File: config.mk
export PLATFORM = sky130hd
export DESIGN_NAME = ewm_share_arb
export DESIGN_NICKNAME = d
export VERILOG_FILES = /design/src/rtl/ewm_share_arb.sv
export SDC_FILE = /design/constraint.sdc
export NUM_CORES = 1
export LEC_CHECK = 0
export CAP_MARGIN = 25
export CORE_AREA = 2 2 205 207
export DETAILED_ROUTE_END_ITERATION = 7
export DIE_AREA = 0 0 207 209
export PLACE_DENSITY = 0.35
export SKIP_LAST_GASP = 1
export SYNTH_ARGS = -nofsm -noshare
export SYNTH_HDL_FRONTEND = slang
export SYNTH_SLANG_ARGS = --single-unit
File: constraint.sdc
create_clock -name clk -period 3.1 [get_ports clk]
set_input_delay 0.775 -clock clk [delete_from_list [all_inputs] [get_ports clk]]
set_output_delay 0.775 -clock clk [all_outputs]
set_load 0.01 [all_outputs]
File: src/rtl/ewm_share_arb.sv
// ewm_share_arb
//   Round-robin arbiter and response router that lets NUM_REQ requesters
//   share one single-stage, 4-lane element-wise-multiply engine.
//   Each issued tile pushes its requester index into an in-order tag FIFO.
//   Each engine result is steered back to the requester at the FIFO head.
//
// Ports
//   clk, rst_n        clock, asynchronous active-low reset
//   req_valid/ready   per-requester issue handshake
//   req_a/req_b       packed operand tiles, requester r lane i at
//                     [(r*TILE_SIZE+i)*IN_W +: IN_W]
//   resp_valid/ready  per-requester result handshake
//   resp_y            shared result bus (valid for the asserted resp_valid bit)
//   ewm_*             engine input/output handshakes and data
//   inflight          tag FIFO occupancy
//   tag_err           sticky: engine produced a result with no tag outstanding
//
// Optional feature (macro EWM_SHARE_BURST_EN)
//   Adds req_last. An issue handshake without req_last locks the grant on
//   that requester until it issues a beat with req_last set.

module ewm_share_arb #(
    parameter int NUM_REQ   = 2,
    parameter int TILE_SIZE = 4,
    parameter int IN_W      = 16,
    parameter int OUT_W     = 16,
    parameter int TAG_DEPTH = 2
) (
    input  logic                              clk,
    input  logic                              rst_n,
    input  logic [NUM_REQ-1:0]                req_valid,
`ifdef EWM_SHARE_BURST_EN
    input  logic [NUM_REQ-1:0]                req_last,
`endif
    output logic [NUM_REQ-1:0]                req_ready,
    input  logic [NUM_REQ*TILE_SIZE*IN_W-1:0] req_a,
    input  logic [NUM_REQ*TILE_SIZE*IN_W-1:0] req_b,
    output logic [NUM_REQ-1:0]                resp_valid,
    input  logic [NUM_REQ-1:0]                resp_ready,
    output logic [TILE_SIZE*OUT_W-1:0]        resp_y,
    output logic                              ewm_in_valid,
    input  logic                              ewm_in_ready,
    output logic [TILE_SIZE*IN_W-1:0]         ewm_a_vec,
    output logic [TILE_SIZE*IN_W-1:0]         ewm_b_vec,
    input  logic                              ewm_out_valid,
    output logic                              ewm_out_ready,
    input  logic [TILE_SIZE*OUT_W-1:0]        ewm_y_vec,
    output logic [$clog2(TAG_DEPTH+1)-1:0]    inflight,
    output logic                              tag_err
);

    localparam int IDX_W     = (NUM_REQ > 1) ? $clog2(NUM_REQ) : 1;
    localparam int PTR_W     = (TAG_DEPTH > 1) ? $clog2(TAG_DEPTH) : 1;
    localparam int CNT_W     = $clog2(TAG_DEPTH + 1);
    localparam int TILE_BITS = TILE_SIZE * IN_W;

    logic [IDX_W-1:0] rr_ptr_q, rr_ptr_d;
    logic [PTR_W-1:0] wr_ptr_q, wr_ptr_d;
    logic [PTR_W-1:0] rd_ptr_q, rd_ptr_d;
    logic [CNT_W-1:0] cnt_q, cnt_d;
    logic             tag_err_q, tag_err_d;
    logic [IDX_W-1:0] tag_q [TAG_DEPTH];

    logic             grant_vld;
    logic [IDX_W-1:0] grant_idx;
    logic [IDX_W-1:0] cand;
    logic             can_issue;
    logic             push;
    logic             pop;
    logic             has_tag;
    logic [IDX_W-1:0] head;

`ifdef EWM_SHARE_BURST_EN
    logic             lock_q, lock_d;
    logic [IDX_W-1:0] lock_idx_q, lock_idx_d;
`endif

    // Only the registered count gates issue, so resp_ready never reaches req_ready combinationally.
    assign can_issue = (cnt_q < CNT_W'(TAG_DEPTH));
    assign has_tag   = (cnt_q != '0);
    assign head      = tag_q[rd_ptr_q];

    // Round-robin search from rr_ptr+1 with wrap. The loop runs from the
    // farthest candidate to the nearest, so the nearest valid one wins.
    always_comb begin
        grant_vld = 1'b0;
        grant_idx = '0;
        cand      = '0;
        for (int k = NUM_REQ; k >= 1; k--) begin
            cand = IDX_W'((int'(rr_ptr_q) + k) % NUM_REQ);
            if (req_valid[cand]) begin
                grant_vld = 1'b1;
                grant_idx = cand;
            end
        end
`ifdef EWM_SHARE_BURST_EN
        // A burst in progress pins the grant, even while its owner idles.
        if (lock_q) begin
            grant_idx = lock_idx_q;
            grant_vld = req_valid[lock_idx_q];
        end
`endif
    end

    assign ewm_in_valid = can_issue & grant_vld;
    assign ewm_a_vec    = grant_vld ? req_a[int'(grant_idx)*TILE_BITS +: TILE_BITS] : '0;
    assign ewm_b_vec    = grant_vld ? req_b[int'(grant_idx)*TILE_BITS +: TILE_BITS] : '0;
    assign push         = ewm_in_valid & ewm_in_ready;

    always_comb begin
        req_ready = '0;
        if (grant_vld && can_issue && ewm_in_ready) begin
            req_ready[grant_idx] = 1'b1;
        end
    end

    // Response routing. An orphan result (no tag) is drained so the engine
    // cannot wedge, and it is flagged through tag_err.
    always_comb begin
        resp_valid = '0;
        if (has_tag && ewm_out_valid) begin
            resp_valid[head] = 1'b1;
        end
    end

    assign ewm_out_ready = has_tag ? resp_ready[head] : ewm_out_valid;
    assign resp_y        = ewm_y_vec;
    assign pop           = has_tag & ewm_out_valid & resp_ready[head];

    always_comb begin
        rr_ptr_d  = push ? grant_idx : rr_ptr_q;
        wr_ptr_d  = push ? wr_ptr_q + PTR_W'(1) : wr_ptr_q;
        rd_ptr_d  = pop  ? rd_ptr_q + PTR_W'(1) : rd_ptr_q;
        tag_err_d = tag_err_q | (ewm_out_valid & ~has_tag);
        cnt_d     = cnt_q;
        if (push && !pop) begin
            cnt_d = cnt_q + CNT_W'(1);
        end else if (pop && !push) begin
            cnt_d = cnt_q - CNT_W'(1);
        end
    end

`ifdef EWM_SHARE_BURST_EN
    always_comb begin
        lock_d     = lock_q;
        lock_idx_d = lock_idx_q;
        if (push) begin
            lock_d     = ~req_last[grant_idx];
            lock_idx_d = grant_idx;
        end
    end

    always_ff @(posedge clk or negedge rst_n) begin
        if (!rst_n) begin
            lock_q     <= 1'b0;
            lock_idx_q <= '0;
        end else begin
            lock_q     <= lock_d;
            lock_idx_q <= lock_idx_d;
        end
    end
`endif

    always_ff @(posedge clk or negedge rst_n) begin
        if (!rst_n) begin
            rr_ptr_q  <= IDX_W'(NUM_REQ - 1);
            wr_ptr_q  <= '0;
            rd_ptr_q  <= '0;
            cnt_q     <= '0;
            tag_err_q <= 1'b0;
        end else begin
            rr_ptr_q  <= rr_ptr_d;
            wr_ptr_q  <= wr_ptr_d;
            rd_ptr_q  <= rd_ptr_d;
            cnt_q     <= cnt_d;
            tag_err_q <= tag_err_d;
        end
    end

    // Tag storage holds data only; validity is tracked by cnt_q.
    always_ff @(posedge clk) begin
        if (push) begin
            tag_q[wr_ptr_q] <= grant_idx;
        end
    end

    assign inflight = cnt_q;
    assign tag_err  = tag_err_q;

endmodule

Word-level counts from Yosys, hierarchy flattened
Memories as Yosys holds them, arrays and structs flattened. Index checks and enable logic that the tools add are counted.

Bitwise logic cells: 7. Add/subtract/negate cells: 6. Reduce and logical (&&, ||, !) cells: 11. Shift-type cells: 2. Order comparisons: 7. Muxes and demuxes: 23.

Operators by type and width (number): $shiftx A128 B8 Y64 (2); $mux W64 (2); $mux W1 (15); $lt A1 B2 Y1 const B (4); $mux W2 (4); $logic_and A1 B1 Y1 (7); $and A1 B1 Y1 (5); $add A1 B1 Y1 const B (4); $reduce_bool A2 Y1 (2); $add A2 B1 Y2 const B (1); $demux W1 S1 (2); $ge A1 B1 Y1 const B (2); $logic_not A1 Y1 (2); $lt A2 B2 Y1 const B (1); $sub A2 B1 Y2 const B (1); $not A1 Y1 (1); $or A1 B1 Y1 (1).

Register bits: 6. Output and inout bits: 201. RAM bits: 2. Memories kept: 1. Logic and storage cells: 62. Bits of input ports: 328.

Memory list: tag_q (words 2, bits a word 1, rd ports 1, clocked after memory_dff 0, wr ports 1, RTL line 62) `logic [IDX_W-1:0] tag_q [TAG_DEPTH];`.

Logic depth before layout (Yosys ltp)
Gate-level depths: netlist of run 1.

Depth in word-level cells: 11. Gate-level depth with buffers: 7. Mapped depth without buffers: 7.

Worst setup path after synthesis of run 1
OpenSTA, ideal clock, no wires.

Path kind: input port to output port. Start point: in req_valid[1]. End point: out ewm_a_vec[10]. Stages on the path: 6. Required time: 2.325 ns. Arrival: 1.600 ns. Buffers on the path: 3. Path slack: 0.725 ns. Cell sequence: a21boi_4 -> buf_6 -> buf_4 -> buf_4 -> nand2_1 -> o21ai_0.

Cells in the longest elaborated chain, start to end: 6. Elaborated cells on any way between the ends: 10. Classes of those cells: shift (1); mux (9).

RTL lines: start, declared (RTL line 31) `input logic [NUM_REQ-1:0] req_valid,`; $mux W1 (not written as such) (2 in series) (RTL line 91) `if (req_valid[cand]) begin`; $mux W1 (2 in series) (RTL line 91); $shiftx A128 B8 Y64 (RTL line 106) `assign ewm_a_vec = grant_vld ? req_a[int'(grant_idx)*TILE_BITS +: TILE_BITS] : '0;`; $mux W64 (*) (RTL line 106); end, declared (RTL line 43) `output logic [TILE_SIZE*IN_W-1:0] ewm_a_vec,`.

Every way passes the cells marked *; elsewhere a longest branch is shown, timed or not. The select of a mux whose other input is x is not followed.

Worst setup path after layout of run 1
Start point: in req_valid[1]. End point: out ewm_a_vec[12].

The elaborated chain is that of the path after synthesis.

==> results.yml, run 1 <==
drt:
  wl_um: 19800
  drc_errors: 0
  dr.first_iter.drc_count: 122
  routed_via_density: 3.26
  vias: 4609
  drt_pass1_iterations: 6
  wl_per_cell_um: 14.0
  ant_nets: 0
clock_network:
  numCtsBuffers: 3
  clock_sinks: 8
  worstSkewPairLatency_ns: 0.23
  path_clk_slew_ns: 0.04
  cts_tree: "done"
  cts_htree_levels: 1
  root_buffer: "clkbuf_16"
  cts_buffer_depth: 2
global_route:
  grt_pass1_vias: 4898
  grt_use_total_pct: 8.71
  gr-total-overflow: 0
  grt_max_degree: 34
  grt_pass1_wl_um: 29200
  antenna_found_initial: 1
timing:
  maxSlewHeadroom_pct: 70.5
  setup_tns_ns: 0
  setup_violations: 0
  fmax_mhz: 329
  fin_skew_ns: 0.000273
  min_period_ns: 3.04
  rsz0062_at_grt: "no"
  tightestPinTransition_ns: 0.430
  fin_crit_sh_pct: 98.0
  final_max_slew_viol_count: 0
  finalHoldViolCount: 0
logic_synthesis:
  synth_edf_count: 2
  yosysMostFrequentCell: "nand2_1"
  synth_warnings: 0
  syn_inst: 527
  synthFlopType: "dfrtp_1"
  synth.area.top_cells: "nand2_1 (35%), buf_4 (21%), o21ai_0 (14%)"
  syn_avg_cell_area_um2: 5.19
  async_reset_ff_share_pct: 75.0
  ys_seq_area_share_pct: 7.73
  netlist_top_cells_count: "nand2_1 (257), buf_4 (78), o21ai_0 (76)"
  ys_ff_latch: 8
  yosysTopAreaCell: "nand2_1"
  synth_nets: 856
  netlist.area_leader.share_pct: 35.3
  synth.distinct_cells: 22
  syn-cell-area_um2: 2730
worst_setup_path:
  start_kind: "input pin"
  crit_fanout: 8
  ff2ff_path_depth: 6
  endpoint_kind: "output port"
  cp_slowest_stage_delay_ns: 0.27
  crit_family: "buffers and inverters"
  cp_slowest_cell: "bufbuf_16"
  r2r_start: "rd_ptr_q"
  r2r_slack_ns: 1.18
  path_cells: "dlygate4sd2_1, a21boi_4, buf_12, buf_8, bufbuf_16, buf_12, o21ai_0, clkdlybuf4s15_1"
  cpMostUsedCell: "buf_12"
  arrival_ns: 2.26
  r2r_end: "inflight[1]"
  critPathLaunch: "req_valid[1]"
  critPathRequiredTime_ns: 2.32
  path_buf_inv: 6
  critPathKind: "input pin to output port"
floorplan:
  initial_core_util_pct: 6.62
  die_x_um: 207
  core_area_um2: 41300
  placementRows: 75
  io_pins: 529
  chipHeight_um: 209
  fp.dieArea_um2: 43300
job:
  drv_cap: 0
run_status:
  status: "finished, final reports clean"
placement:
  hpwl_um: 15300
  gp_congestion: 0.736
  dp.cells: 1395
  post_dp_cell_area_um2: 7080
  portBuffers: 400
cells_and_area:
  finalNetCount: 1205
  final_core_util_pct: 17.7
  finalInstanceArea_um2: 7310
  area_delta_synth_final_pct: 167
  layout.cells.non_filler: 1415
  drive_gt1_share_pct: 9.37
min_path:
  worstHoldPathType: "flip-flop to flip-flop"
  min_path_cells: 1
  hp-start: "tag_err"
  holdPathEnd: "tag_err"
power_and_ir_drop:
  cellPowerDensity_nw_per_um2: 308
  p_leak_nw: 3.20
  power_mw: 2.25
  ir_drop_uv: 191
## power breakdown
group | internal, mW | switching [mW] | total (mW)
combinational | 1.04 | 0.784 | 1.83
sequential | 0.155 | 0.0491 | 0.204
clock | 0.171 | 0.0520 | 0.223
## worst register-to-register path: stages, from the launching register on
cell and delay, ns:
dfrtp_1 0.36, mux2i_1 0.42, mux2i_1 0.36, inv_1 0.08, ha_1 0.33, nor2_1 0.14, xor2_1 0.14
## kinds of logic after synthesis
| group | after synthesis | share of synthesized area, % |
|---|---|---|
| flops | 8 | 7.73 |
| xor+xnor | 5 | 1.60 |
| mux | 4 | 1.46 |
| compound gates | 135 | 25.8 |
| fa+ha+maj | 1 | 0.458 |
| simple gates | 265 | 36.7 |
| buf+inv | 109 | 26.3 |
## worst max path at each step
stage	to	depth (start not counted)
floorplan	ewm_a_vec[10]	6
global placement	ewm_b_vec[43]	7
detailed placement	ewm_a_vec[13]	7
CTS	ewm_b_vec[34]	8
global route	ewm_b_vec[43]	9
finish	ewm_a_vec[12]	8
## timing repair
action / CTS / global route
setup buffers: 6 / 0
endpoints found under the setup margin: 130 / 24
endpoints found under the hold margin: 0 / 0
gates cloned: 9 / 0
hold buffers: 0 / 0
pin swaps: 0 / 0
resized for setup: 168 / 47
## flip-flops by register name (all words and copies together) (netlist names)
register,cells
rd_ptr_q,1
rr_ptr_q,1
tag_q,2
wr_ptr_q,1
tag_err,1
inflight,2
## layout make-up
cell class,count,area (um2)
Multi-Input combinational cell,410,1810
Antenna cell,1,2.50
Tap cell,539,674
Timing Repair Buffer,450,4530
Fill cell,4759,34000
Inverter,3,11.3
Sequential cell,8,211
Clock buffer,4,78.8
## per-layer routing
| metal | vias up | track usage, % | part of all wire (%) |
|---|---|---|---|
| met5 | - | 0 | 0 |
| met4 | 0 | 3.23 | 3.7 |
| met3 | 40 | 2.39 | 9.1 |
| met2 | 298 | 16.0 | 49 |
| met1 | 1950 | 9.55 | 38 |
| li1 | 2321 | - | - |
## metrics by stage
| stage | worst slack (ns) | hold slack, ns |
|---|---|---|
| 3_5_place_dp | -0.427 | 0.450 |
| 6_report | 0.0611 | 0.454 |
| 4_1_cts | 0.000228 | 0.458 |
| 5_1_grt | 0.00289 | 0.473 |
| 2_1_floorplan | 0.725 | 0.461 |
| 3_3_place_gp | -0.427 | 0.450 |
## layout by cell type (no fill, tap or decap), types with 7 or more instances in the layout
cell type        instances
bufbuf_16                7
o21ai_1                 57
dlygate4sd2_1          103
buf_2                    8
clkdlybuf4s50_1        268
nand2_1                257
buf_4                   24
buf_12                  11
o21ai_0                 71
clkbuf_2                16
(Power assumes the default switching activity.)
==> run 2, diff against run 1 <==
Settings changed: GPL_TIMING_DRIVEN from default to 0.
==> run 2 against run 1 <==
- routed wire length up 23%
- final area up 14%
- worst hold slack better by 0.0036 ns
- sequential power about the same
- clock skew up 0.0029 ns
- via count up 11%
- total power up 8.3%
- sequential share of layout area down 0.35 points
- critical endpoint is now ewm_a_vec[10]
- highest routed layer unchanged
==> results.yml, run 2 (synthesized netlist as in run 1, its figures left out) <==
cells_and_area:
  finalNetCount: 1336
  final_cell_mix: "clkdlybuf4s50_1 (332), nand2_1 (257), buf_4 (75)"
  drive_gt1_share_pct: 18.7
  area_delta_synth_final_pct: 204
  fillers: 4742
  finalInstanceArea_um2: 8310
  final_common_cell: "clkdlybuf4s50_1"
  antenna_cells: 0
  final_core_util_pct: 20.1
min_path:
  hp-start: "tag_err"
  worstHoldPathType: "flip-flop to flip-flop"
  holdPathEnd: "tag_err"
  min_path_cells: 1
job:
  drv_cap: 0
floorplan:
  placementRows: 75
  die_x_um: 207
  core_area_um2: 41300
  fp.dieArea_um2: 43300
  initial_core_util_pct: 6.62
  io_pins: 529
  chipHeight_um: 209
clock_network:
  cts_htree_levels: 1
  clock_sinks: 8
  numCtsBuffers: 3
  cts_buffer_depth: 2
  worstSkewPairLatency_ns: 0.23
  path_clk_slew_ns: 0.04
  cts_tree: "done"
  root_buffer: "clkbuf_16"
drt:
  dr.first_iter.drc_count: 185
  wl_um: 24400
  ant_nets: 0
  drc_errors: 0
  wl_per_cell_um: 15.8
  vias: 5129
  routed_via_density: 3.32
  drt_pass1_iterations: 4
power_and_ir_drop:
  cellPowerDensity_nw_per_um2: 294
  ir_drop_uv: 169
  p_leak_nw: 3.62
global_route:
  grtUsageMet1_pct: 12.4
  grt_use_total_pct: 10.6
  grt_pass1_vias: 5476
  antenna_found_initial: 2
  grt_max_degree: 12
  grt_pass1_wl_um: 35000
  met2_usage_pct: 20.3
  gr-total-overflow: 0
  top_usage_layer: "met2"
  met3_usage_pct: 2.34
timing:
  fmax_mhz: 332
  maxSlewHeadroom_pct: 70.8
  fin_skew_ns: 0.00322
  finalHoldViolCount: 0
  fin_crit_sh_pct: 97.3
  tightestPinTransition_ns: 0.425
  fin_ws_ns: 0.0836
  final_max_slew_viol_count: 0
  min_period_ns: 3.02
  setup_violations: 0
  hold_slack_ns: 0.457
  rsz0062_at_grt: "yes"
placement:
  hpwl_um: 20500
  pre_cts_ws_ns: -1.61
  post_dp_cell_area_um2: 8050
  gp_congestion: 0.719
  portBuffers: 464
worst_setup_path:
  critPathKind: "input pin to output port"
  arrival_ns: 2.24
  crit_fanout: 10
  endpoint_kind: "output port"
  r2r_start: "rd_ptr_q"
  r2r_end: "inflight[1]"
  critPathRequiredTime_ns: 2.32
  ff2ff_path_depth: 7
  start_kind: "input pin"
  r2r_slack_ns: 1.21
run_status:
  status: "finished, final reports clean"
[run 2: cell count changes in the layout (fill, tap and decap cells not counted), sizes merged]
cell / before / now
buf: 52 / 123
clkbuf: 20 / 34
diode: 1 / 0
dlygate4sd1: 1 / 0
dlygate4sd2: 103 / 67
bufbuf: 7 / 1
clkdlybuf4s50: 268 / 332
clkdlybuf4s15: 3 / 28
[run 2: where the power goes]
part | internal, mW | switching [mW] | leakage [nW]
clock network | 0.172 | 0.0538 | 0.0382
registers | 0.155 | 0.0484 | 0.0844
logic | 1.09 | 0.921 | 3.50
total | 1.42 | 1.02 | 3.62
[run 2: worst max path at each step]
stage	cells after the start	startpoint	end	slack, ns
after floorplan	6	req_valid[1]	ewm_a_vec[10]	0.72
after global placement	6	req_valid[0]	ewm_a_vec[10]	-1.59
after detailed placement	6	req_valid[0]	ewm_a_vec[10]	-1.61
after CTS	6	req_valid[0]	ewm_a_vec[10]	-0.08
after global routing	6	req_valid[0]	ewm_a_vec[10]	-0.09
final	6	req_valid[0]	ewm_a_vec[10]	0.08
[run 2: repair_timing]
item                                    4_1_cts  5_1_grt
pin swaps                                     2        1
buffers inserted                             11        0
hold buffers                                  0        0
endpoints found under the setup margin      130       95
gates resized for setup                     323       68
gates cloned                                  3        0
[run 2: layer usage]
metal	wire length (um)	vias to the layer above
met5	0	-
met4	102	0
met1	9920	2245
li1	-	2592
met3	1780	6
met2	12600	286
[run 2: layout make-up]
type | instances | area, um2 | area share (%)
Tap cell | 539 | 674 | 8.12
Timing Repair Buffer | 478 | 4610 | 55.6
Multi-Input combinational cell | 410 | 1870 | 22.5
Inverter | 3 | 11.3 | 0.136
Buffer | 103 | 848 | 10.2
Sequential cell | 8 | 211 | 2.55
Clock buffer | 4 | 78.8 | 0.949
[run 2: critical path: stages]
cell and delay [ns]:
clkdlybuf4s15_2 0.24, buf_4 0.26, clkbuf_4 0.28, nand2_1 0.19, o21ai_2 0.22, clkdlybuf4s15_2 0.26
[run 2: per-stage QoR]
stage	power (mW)	TNS, ns	instances
after floorplan	0.952	0	527
after global placement	2.24	-119.66	1530
after detailed placement	2.22	-124.74	1530
after CTS	2.51	-0.119	1545
after global routing	2.64	-0.303	1545
final	2.44	0	1545
==> run 3, diff against run 2 <==
Settings changed: PLACE_DENSITY 0.35 to 0.46.
==> run 3 against run 2 <==
- combinational power about the same
- final area down 2.2%
- via count up 1.2%
==> results.yml, run 3 (synthesized netlist as in run 1, its figures left out) <==
run_status:
  status: "finished, final reports clean"
power_and_ir_drop:
  switchingPower_mw: 1.02
  pwr-share-clk_pct: 9.0
  p_leak_nw: 3.51
  sequentialPowerShare_pct: 8.4
  switching_share_pct: 42.2
  ir_drop_uv: 125
  p_comb_share_pct: 82.6
  cellPowerDensity_nw_per_um2: 298
  p_int_mw: 1.40
clock_network:
  clock_sinks: 8
  worstSkewPairLatency_ns: 0.23
  path_clk_slew_ns: 0.03
  root_buffer: "clkbuf_16"
  ctsHoldBuffers: 0
  cts_buffer_depth: 2
  cts_htree_levels: 1
  cts_tree: "done"
  numCtsBuffers: 3
timing:
  hold_slack_ns: 0.485
  min_period_ns: 3.02
  maxSlewHeadroom_pct: 64.6
  fin_crit_sh_pct: 97.5
  rsz0062_at_grt: "yes"
  tightestPinTransition_ns: 0.531
  setup_violations: 0
  finalHoldViolCount: 0
  fmax_mhz: 331
  fin_skew_ns: 0.00378
  final_max_slew_viol_count: 0
global_route:
  antenna_found_initial: 0
  grt_pass1_vias: 5289
  grt_use_total_pct: 9.82
  grt_max_degree: 12
  gr-total-overflow: 0
  grt_pass1_wl_um: 32700
worst_setup_path:
  endpoint_kind: "output port"
  critPathKind: "input pin to output port"
  crit_fanout: 10
  arrival_ns: 2.25
  critPathRequiredTime_ns: 2.32
  start_kind: "input pin"
placement:
  hpwl_um: 18700
  gp_congestion: 0.776
  portBuffers: 464
cells_and_area:
  seq_area_um2: 211
  multi_input_area_um2: 1880
  final_common_cell: "clkdlybuf4s50_1"
  area_delta_synth_final_pct: 197
  final_core_util_pct: 19.7
  antenna_cells: 0
  drive_gt1_share_pct: 22.5
  final_cell_mix: "clkdlybuf4s50_1 (332), nand2_1 (256), buf_2 (72)"
  finalNetCount: 1333
  fillers: 4733
drt:
  wl_per_cell_um: 14.9
  drc_errors: 0
  vias: 5189
  drt_pass1_iterations: 4
  routed_via_density: 3.37
  ant_nets: 0
  wl_um: 22900
  dr.first_iter.drc_count: 205
floorplan:
  core_area_um2: 41300
  die_x_um: 207
  fp.dieArea_um2: 43300
  chipHeight_um: 209
  initial_core_util_pct: 6.62
  placementRows: 75
  io_pins: 529
min_path:
  worstHoldPathType: "flip-flop to flip-flop"
job:
  drv_cap: 0
==> run 3: stage by stage <==
step	setup slack (ns)	setup TNS [ns]	instance area, um2	cells	power (mW)
final	0.0770	0	8120	1542	2.42
after global routing	-0.0164	-0.0822	8120	1542	2.61
after CTS	0.00165	0	8210	1542	2.48
after detailed placement	-1.54	-119.50	8050	1530	2.20
after global placement	-1.52	-117.14	8050	1530	2.20
after floorplan	0.725	0	2730	527	0.952
==> run 3: worst max-delay path, stage by stage <==
cell and delay, ns:
dlygate4sd2_1 0.21, a21boi_4 0.20, buf_12 0.15, buf_16 0.16, buf_16 0.17, buf_8 0.15
nand2_1 0.05, o21ai_0 0.05, dlygate4sd2_1 0.29
==> run 3: cell type report <==
class                   count  area share [%]
multi-input cells         410            23.1
inverters                   3           0.139
repair buffers            473            53.8
flip-flops and latches      8            2.60
clock buffers               4           0.970
well taps                 539            8.30
plain buffers             105            11.1
==> run 3: per-layer routing <==
metal | vias to the layer above | global-route usage, % | share of wire, %
met5 | - | 0 | 0
met4 | 0 | 1.92 | 1.5
met3 | 14 | 1.56 | 6.4
met2 | 303 | 18.5 | 51
met1 | 2279 | 11.7 | 41
li1 | 2593 | - | -
==> run 3: power groups by stage <==
stage,Combinational (mW),Sequential [mW],Clock [mW]
final,2.00,0.204,0.219
after global routing,2.17,0.214,0.231
after CTS,2.05,0.204,0.224
after detailed placement,1.99,0.205,0
after global placement,2.00,0.203,0
after floorplan,0.752,0.200,0
==> run 3: repair_timing <==
action / CTS / global route
endpoints found under the setup margin: 130 / 71
cloned: 4 / 1
resized for setup: 451 / 80
pin swaps: 1 / 0
setup buffers: 5 / 0
==> run 3: path summary, 6_finish.rpt <==
kind | from | end | slack, ns | cells past startpoint
worst max-delay path | req_valid[1] | ewm_a_vec[24] | 0.08 | 9
worst min-delay path | rd_ptr_q | rd_ptr_q | 0.49 | 1
worst max register to register | rd_ptr_q | inflight[1] | 1.22 | 6
worst min register to register | rd_ptr_q | rd_ptr_q | 0.49 | 1
max in group asynchronous | rst_n | rr_ptr_q | 2.01 | 1
min in group asynchronous | rst_n | wr_ptr_q | 0.81 | 1
